[src/rtl/mac_seq_ctrl.sv]
// mac_seq_ctrl: job sequencer for the 4x4 Vedic-multiplier MAC datapath.
// Accepts a job (start + len), streams len operand pairs through the external
// combinational multiplier, accumulates the products and offers the
// dot-product result to a consumer.
//
// Handshakes: a transfer happens on a rising edge where valid and ready are
// both 1. Operand side: in_valid (producer) / in_ready (this block). Result
// side: res_valid (this block) / res_ready (consumer). A valid source keeps
// its data stable until the transfer; res and ovf stay frozen while
// res_valid is 1.
module mac_seq_ctrl #(
    parameter int DATA_W = 4,
    parameter int ACC_W  = 8,
    parameter int LEN_W  = 4,
    parameter int SAT    = 0
) (
    input  logic                clk,
    input  logic                rst,
    input  logic                start,
    input  logic [LEN_W-1:0]    len,
    input  logic                abort,
    input  logic                in_valid,
    output logic                in_ready,
    input  logic [DATA_W-1:0]   a,
    input  logic [DATA_W-1:0]   b,
    output logic [DATA_W-1:0]   mul_a,
    output logic [DATA_W-1:0]   mul_b,
    input  logic [2*DATA_W-1:0] mul_p,
    output logic [ACC_W-1:0]    res,
    output logic                res_valid,
    input  logic                res_ready,
    output logic                busy,
    output logic                ovf,
    output logic [1:0]          dbg_state
);

    typedef enum logic [1:0] {
        S_IDLE = 2'd0,
        S_RUN  = 2'd1,
        S_DONE = 2'd2
    } state_t;

    state_t             r_state;
    state_t             w_state_nxt;
    logic [ACC_W-1:0]   r_acc;
    logic [ACC_W-1:0]   w_acc_nxt;
    logic [LEN_W-1:0]   r_cnt;
    logic [LEN_W-1:0]   w_cnt_nxt;
    logic               r_ovf;
    logic               w_ovf_nxt;
    logic [ACC_W:0]     w_sum;
    logic [ACC_W-1:0]   w_acc_upd;
    logic               w_beat;

    // The multiplier sees the pins in every state; only RUN beats use mul_p.
    assign mul_a = a;
    assign mul_b = b;

    // Outputs are pure decodes of the registered state.
    assign in_ready  = (r_state == S_RUN);
    assign res_valid = (r_state == S_DONE);
    assign busy      = (r_state != S_IDLE);
    assign res       = r_acc;
    assign ovf       = r_ovf;
    assign dbg_state = r_state;

    assign w_beat = in_valid & in_ready;

    // One extra bit exposes the carry-out; with saturation the clamp is
    // sticky because any further carry (or a zero product) keeps all-ones.
    always_comb begin
        w_sum     = {1'b0, r_acc} + (ACC_W + 1)'(mul_p);
        w_acc_upd = w_sum[ACC_W-1:0];
        if ((SAT != 0) && w_sum[ACC_W]) begin
            w_acc_upd = '1;
        end
    end

    // Next-state and datapath-update decode; abort has priority over a beat.
    always_comb begin
        w_state_nxt = r_state;
        w_acc_nxt   = r_acc;
        w_cnt_nxt   = r_cnt;
        w_ovf_nxt   = r_ovf;
        case (r_state)
            S_IDLE: begin
                if (start) begin
                    w_acc_nxt   = '0;
                    w_ovf_nxt   = 1'b0;
                    w_cnt_nxt   = len;
                    w_state_nxt = (len == '0) ? S_DONE : S_RUN;
                end
            end
            S_RUN: begin
                if (abort) begin
                    w_state_nxt = S_IDLE;
                end else if (w_beat) begin
                    w_acc_nxt = w_acc_upd;
                    w_ovf_nxt = r_ovf | w_sum[ACC_W];
                    w_cnt_nxt = r_cnt - LEN_W'(1);
                    if (r_cnt == LEN_W'(1)) begin
                        w_state_nxt = S_DONE;
                    end
                end
            end
            S_DONE: begin
                if (res_ready) begin
                    w_state_nxt = S_IDLE;
                end
            end
            default: begin
                w_state_nxt = S_IDLE;
            end
        endcase
    end

    // State and datapath registers; reset drops any job in flight.
    always_ff @(posedge clk) begin
        if (rst) begin
            r_state <= S_IDLE;
            r_acc   <= '0;
            r_cnt   <= '0;
            r_ovf   <= 1'b0;
        end else begin
            r_state <= w_state_nxt;
            r_acc   <= w_acc_nxt;
            r_cnt   <= w_cnt_nxt;
            r_ovf   <= w_ovf_nxt;
        end
    end

endmodule
[config.mk]
export PLATFORM = sky130hd
export DESIGN_NAME = mac_seq_ctrl
export DESIGN_NICKNAME = d
export VERILOG_FILES = /design/src/rtl/mac_seq_ctrl.sv
export SDC_FILE = /design/constraint.sdc
export NUM_CORES = 1
export LEC_CHECK = 0
export CAP_MARGIN = 25
export CORE_ASPECT_RATIO = 0.6
export CORE_MARGIN = 10
export CORE_UTILIZATION = 46
export CTS_BUF_LIST = sky130_fd_sc_hd__clkbuf_8
export CTS_CLUSTER_DIAMETER = 100
export DETAILED_ROUTE_END_ITERATION = 16
export DONT_BUFFER_PORTS = 1
export GPL_TIMING_DRIVEN = 0
export PLACE_DENSITY = 0.64
export RECOVER_POWER = 50
export SLEW_MARGIN = 20
export SYNTH_ARGS = -nofsm -noshare
export SYNTH_HDL_FRONTEND = slang
export SYNTH_SLANG_ARGS = --single-unit
[constraint.sdc]
create_clock -name clk -period 2.3 [get_ports clk]
set_input_delay 0.46 -clock clk [delete_from_list [all_inputs] [get_ports clk]]
set_output_delay 0.46 -clock clk [all_outputs]
set_load 0.03 [all_outputs]
==> metrics.log <==
INFO  metric timing.critical_path.to_type = output port
INFO  metric synthXorXnorAreaFrac = 3.128%
INFO  metric drv.max_cap_violation_count = 0
INFO  metric mappedNetlistArea = between 0.001 and 0.0015 sq mm
INFO  metric clock_sinks = 15
INFO  metric count_of_state_elements_after_synthesis = 15
INFO  metric run_status = complete, no violations
INFO  metric synthDominantCellAreaShare = roughly 27%
INFO  metric antenna_violations_before_repair = 0
INFO  metric power_density = a little under 600 mW/mm^2
INFO  metric complex_gate_fraction_of_the_synthesized_area = 25.14%
INFO  metric mean_cell_area_of_the_mapped_netlist = 8.357 sq um
INFO  metric mapped_cells = around 130
INFO  metric final.period_utilization = 92.74%
INFO  metric setup_repair_after_global_routing_missed_its_margin = false
INFO  metric ports_placed_on_the_boundary = 48
INFO  metric worstReg2RegStart = res[0]
INFO  metric rrSetupSlack = roughly 0.18 ns
INFO  metric critical_path_cell_sequence = clkbuf_1 > nor2b_1
INFO  metric crit_required = 1.84 ns
INFO  metric grt_pass1_vias = 1030
INFO  metric die_h = between 50 and 60 um
INFO  metric core_area = around 0.0022 sq mm
INFO  metric synth.mux.area_fraction = 1.006%
INFO  metric maxSlewViolCount = 0
INFO  metric r2r_cells = 6
INFO  metric hold_depth = 2
INFO  metric setup_tns = 0 ns
INFO  metric critical-path-max-stage-delay = between 0.5 and 0.6 ns
INFO  metric final_net_count = ~180
INFO  metric cts_root_buffer = clkbuf_8
INFO  metric synthTopCellsByArea = dfxtp_1, ha_1, buf_4
INFO  metric r2r-end = res[6]
INFO  metric design.die.area = between 0.004 and 0.005 sq mm
INFO  metric gp_congestion = approximately 0.80
INFO  metric synth.largest_area_cell = dfxtp_1
INFO  metric worstPathArrival = approximately 1.7 ns
INFO  metric detailedPlace.worstSlack = around 0.12 ns
INFO  metric cts.clk_slew.worst_paths = ~0.060 ns
INFO  metric flow.area_growth_from_synthesis = 5.251%
INFO  metric ant_diodes = 0
INFO  metric max_freq = approximately 470 MHz
INFO  metric critical_path.n_buffers_inverters = 1
INFO  metric avgRoutedWirePerCell = 18.30 um
INFO  metric vdd_drop_max = about 0.31 mV
INFO  metric syn_warnings = 0
INFO  metric slew_headroom = between 60% and 70%
INFO  metric vias = 1001
INFO  metric cts_max_level = 1
INFO  metric layout-drive-gt1-share = 8.696%
INFO  metric global_route_wire_length_before_repair = 4.954 mm
INFO  metric timing_hold_violations_final = 0
INFO  metric grt_remaining_overflow = 0
INFO  metric drt_pass1_iterations = 4
INFO  metric grtUsageTotal = between 10% and 20%
INFO  metric drt_iter0_drc = 55
INFO  metric io_buffers = 0
INFO  metric grt_start_max_net_pins = 11
INFO  metric post_synth_fa_ha_maj_area_fraction = 12.96%
INFO  metric worstHoldEndpoint = dbg_state[1]
INFO  metric leading_cell_type_by_number_of_instances_after_synthesis = dfxtp_1
INFO  metric rows = 13
INFO  metric critical_path_cell_count = 2
INFO  metric finalWirelength = slightly above 3 mm
INFO  metric yosys.cell_types.count = 39
INFO  metric async_reset_ff_share = 0%
INFO  metric hold_path_class = primary input to flip-flop
INFO  metric clock_tree_buf_depth = 2
INFO  metric ys_dominant_reg_cell = dfxtp_1
INFO  metric worst_slew_pin_slew = around 0.6 ns
INFO  metric tritoncts.num_buffers = 3
INFO  metric setup_viol_count_final = 0
INFO  metric number_of_nets_with_antenna_violations_after_routing = 0
INFO  metric drt_drc_violations_left = 0
INFO  metric synth_top_family_by_area = compound AO/OA/AOI/OAI gates
INFO  metric vias_per_cell = about 6.0
INFO  metric timing.critical_path.from_type = flip-flop
INFO  metric post_synth_edffs = 0
INFO  metric cts.repair_timing.setup_buffer_count = 0
INFO  metric detailedPlacementHpwl = 2.550 mm
INFO  metric timing.final.crit_period = about 2.1 ns
INFO  metric critical_path.top_delay_family = simple AND/OR/NAND/NOR gates
INFO  metric synth_simple_gate_area_share = a little over a fifth
INFO  metric syn-num-nets = between 150 and 200
INFO  metric initial_core_utilization = 49.89%
INFO  metric power.static_leakage = roughly 0.46 nW
INFO  metric synth_common_cells = dfxtp_1, a21oi_1, ha_1
INFO  metric timing.critical_path.slowest_stage_cell = nor2b_1
INFO  metric crit_path_max_fanout = 9
INFO  metric worst_skew_pair.late_latency = about 0.25 ns
INFO  metric fin_ws = 0.1671 ns
INFO  metric chipWidth = approximately 84 um
INFO  metric timing.setup.critical_path_class = flip-flop to output port
INFO  metric fin_skew = 0.005233 ns
INFO  metric cts_tree = done
INFO  metric min-delay-start = start
INFO  metric synth_seq_area_share = between 20% and 30%
-- worst register-to-register path: cells and delay by family, from the launching register on --
kind	cells	cell delay, ns
AOI/OAI and AO/OA	4	0.90
adders and majority gates	2	0.75
DFF	1	0.42
-- cell families after synthesis --
group | after synthesis
compound gates | 40
xor+xnor | 4
fa+ha+maj | 11
buf+inv | 19
flops | 15
mux | 1
simple gates | 44
-- placed cells by master (no fill, tap or decap), types with 2 or more instances in the layout --
master / n
a211oi_1: 5
a21o_1: 4
a21oi_1: 11
clkbuf_1: 12
clkbuf_8: 3
dfxtp_1: 15
ha_1: 10
inv_1: 5
nand2_1: 8
nand2b_1: 5
nand3_1: 4
nand3b_1: 6
nor2_1: 9
nor2b_1: 2
nor3_1: 2
nor3b_1: 2
o211ai_1: 3
o21ai_1: 5
o31a_1: 2
or2_2: 2
xor2_1: 3
-- layer usage --
layer,share of wire (%),wire length [um],global-route usage [%]
met5,0,0,0
met4,0.26,8,2.138
met1,42,1278,13.61
met3,15,470,8.508
met2,43,1317,19.26
-- flip-flops by register name, indices dropped and copies added, names as in the netlist --
| signal | count |
|---|---|
| dbg_state | 2 |
| ovf | 1 |
| r_cnt | 4 |
| res | 8 |
-- layout make-up --
| class | instances | area [sq um] |
|---|---|---|
| Fill cell | 227 | 1066 |
| Multi-Input combinational cell | 100 | 721.9 |
| Sequential cell | 15 | 300.3 |
| Buffer | 13 | 50.05 |
| Clock buffer | 3 | 41.29 |
| Tap cell | 30 | 37.54 |
| Inverter | 6 | 22.52 |
| Clock inverter | 1 | 5.005 |
-- stage by stage --
step	instances	hold slack (ns)	total power, W	area (sq um)	utilization, %
after floorplan	134	0.4567	0.0004631	1120	-
after global placement	164	0.4700	0.0004937	1157	51.56
after detailed placement	164	0.4761	0.0004980	1157	51.56
after CTS	168	0.4149	0.0007159	1204	53.62
after global routing	168	0.4464	0.0007457	1179	52.51
final	168	0.4219	0.0007027	1179	52.51
-- where the power goes --
group | switching, W | leakage, nW | internal (W)
Sequential | 0.0000272 | 0.122 | 0.000275
Combinational | 0.000121 | 0.310 | 0.0000646
Clock | 0.0000946 | 0.0255 | 0.000120
Total | 0.000243 | 0.458 | 0.000460
-- what timing repair did --
item | CTS | global route
hold buffers | 0 | 0
setup endpoints to repair | 0 | 1
gates resized for setup | 0 | 1
-- worst max path at each step --
stage	startpoint	end	slack [ns]
floorplan	mul_p[0]	res[6]	0.27
global placement	res[0]	res[6]	0.15
detailed placement	res[0]	res[6]	0.12
CTS	res[0]	res[6]	0.11
global route	res[0]	res[6]	0.05
finish	dbg_state[1]	res_valid	0.17
Power figures use the tool's default switching activity.
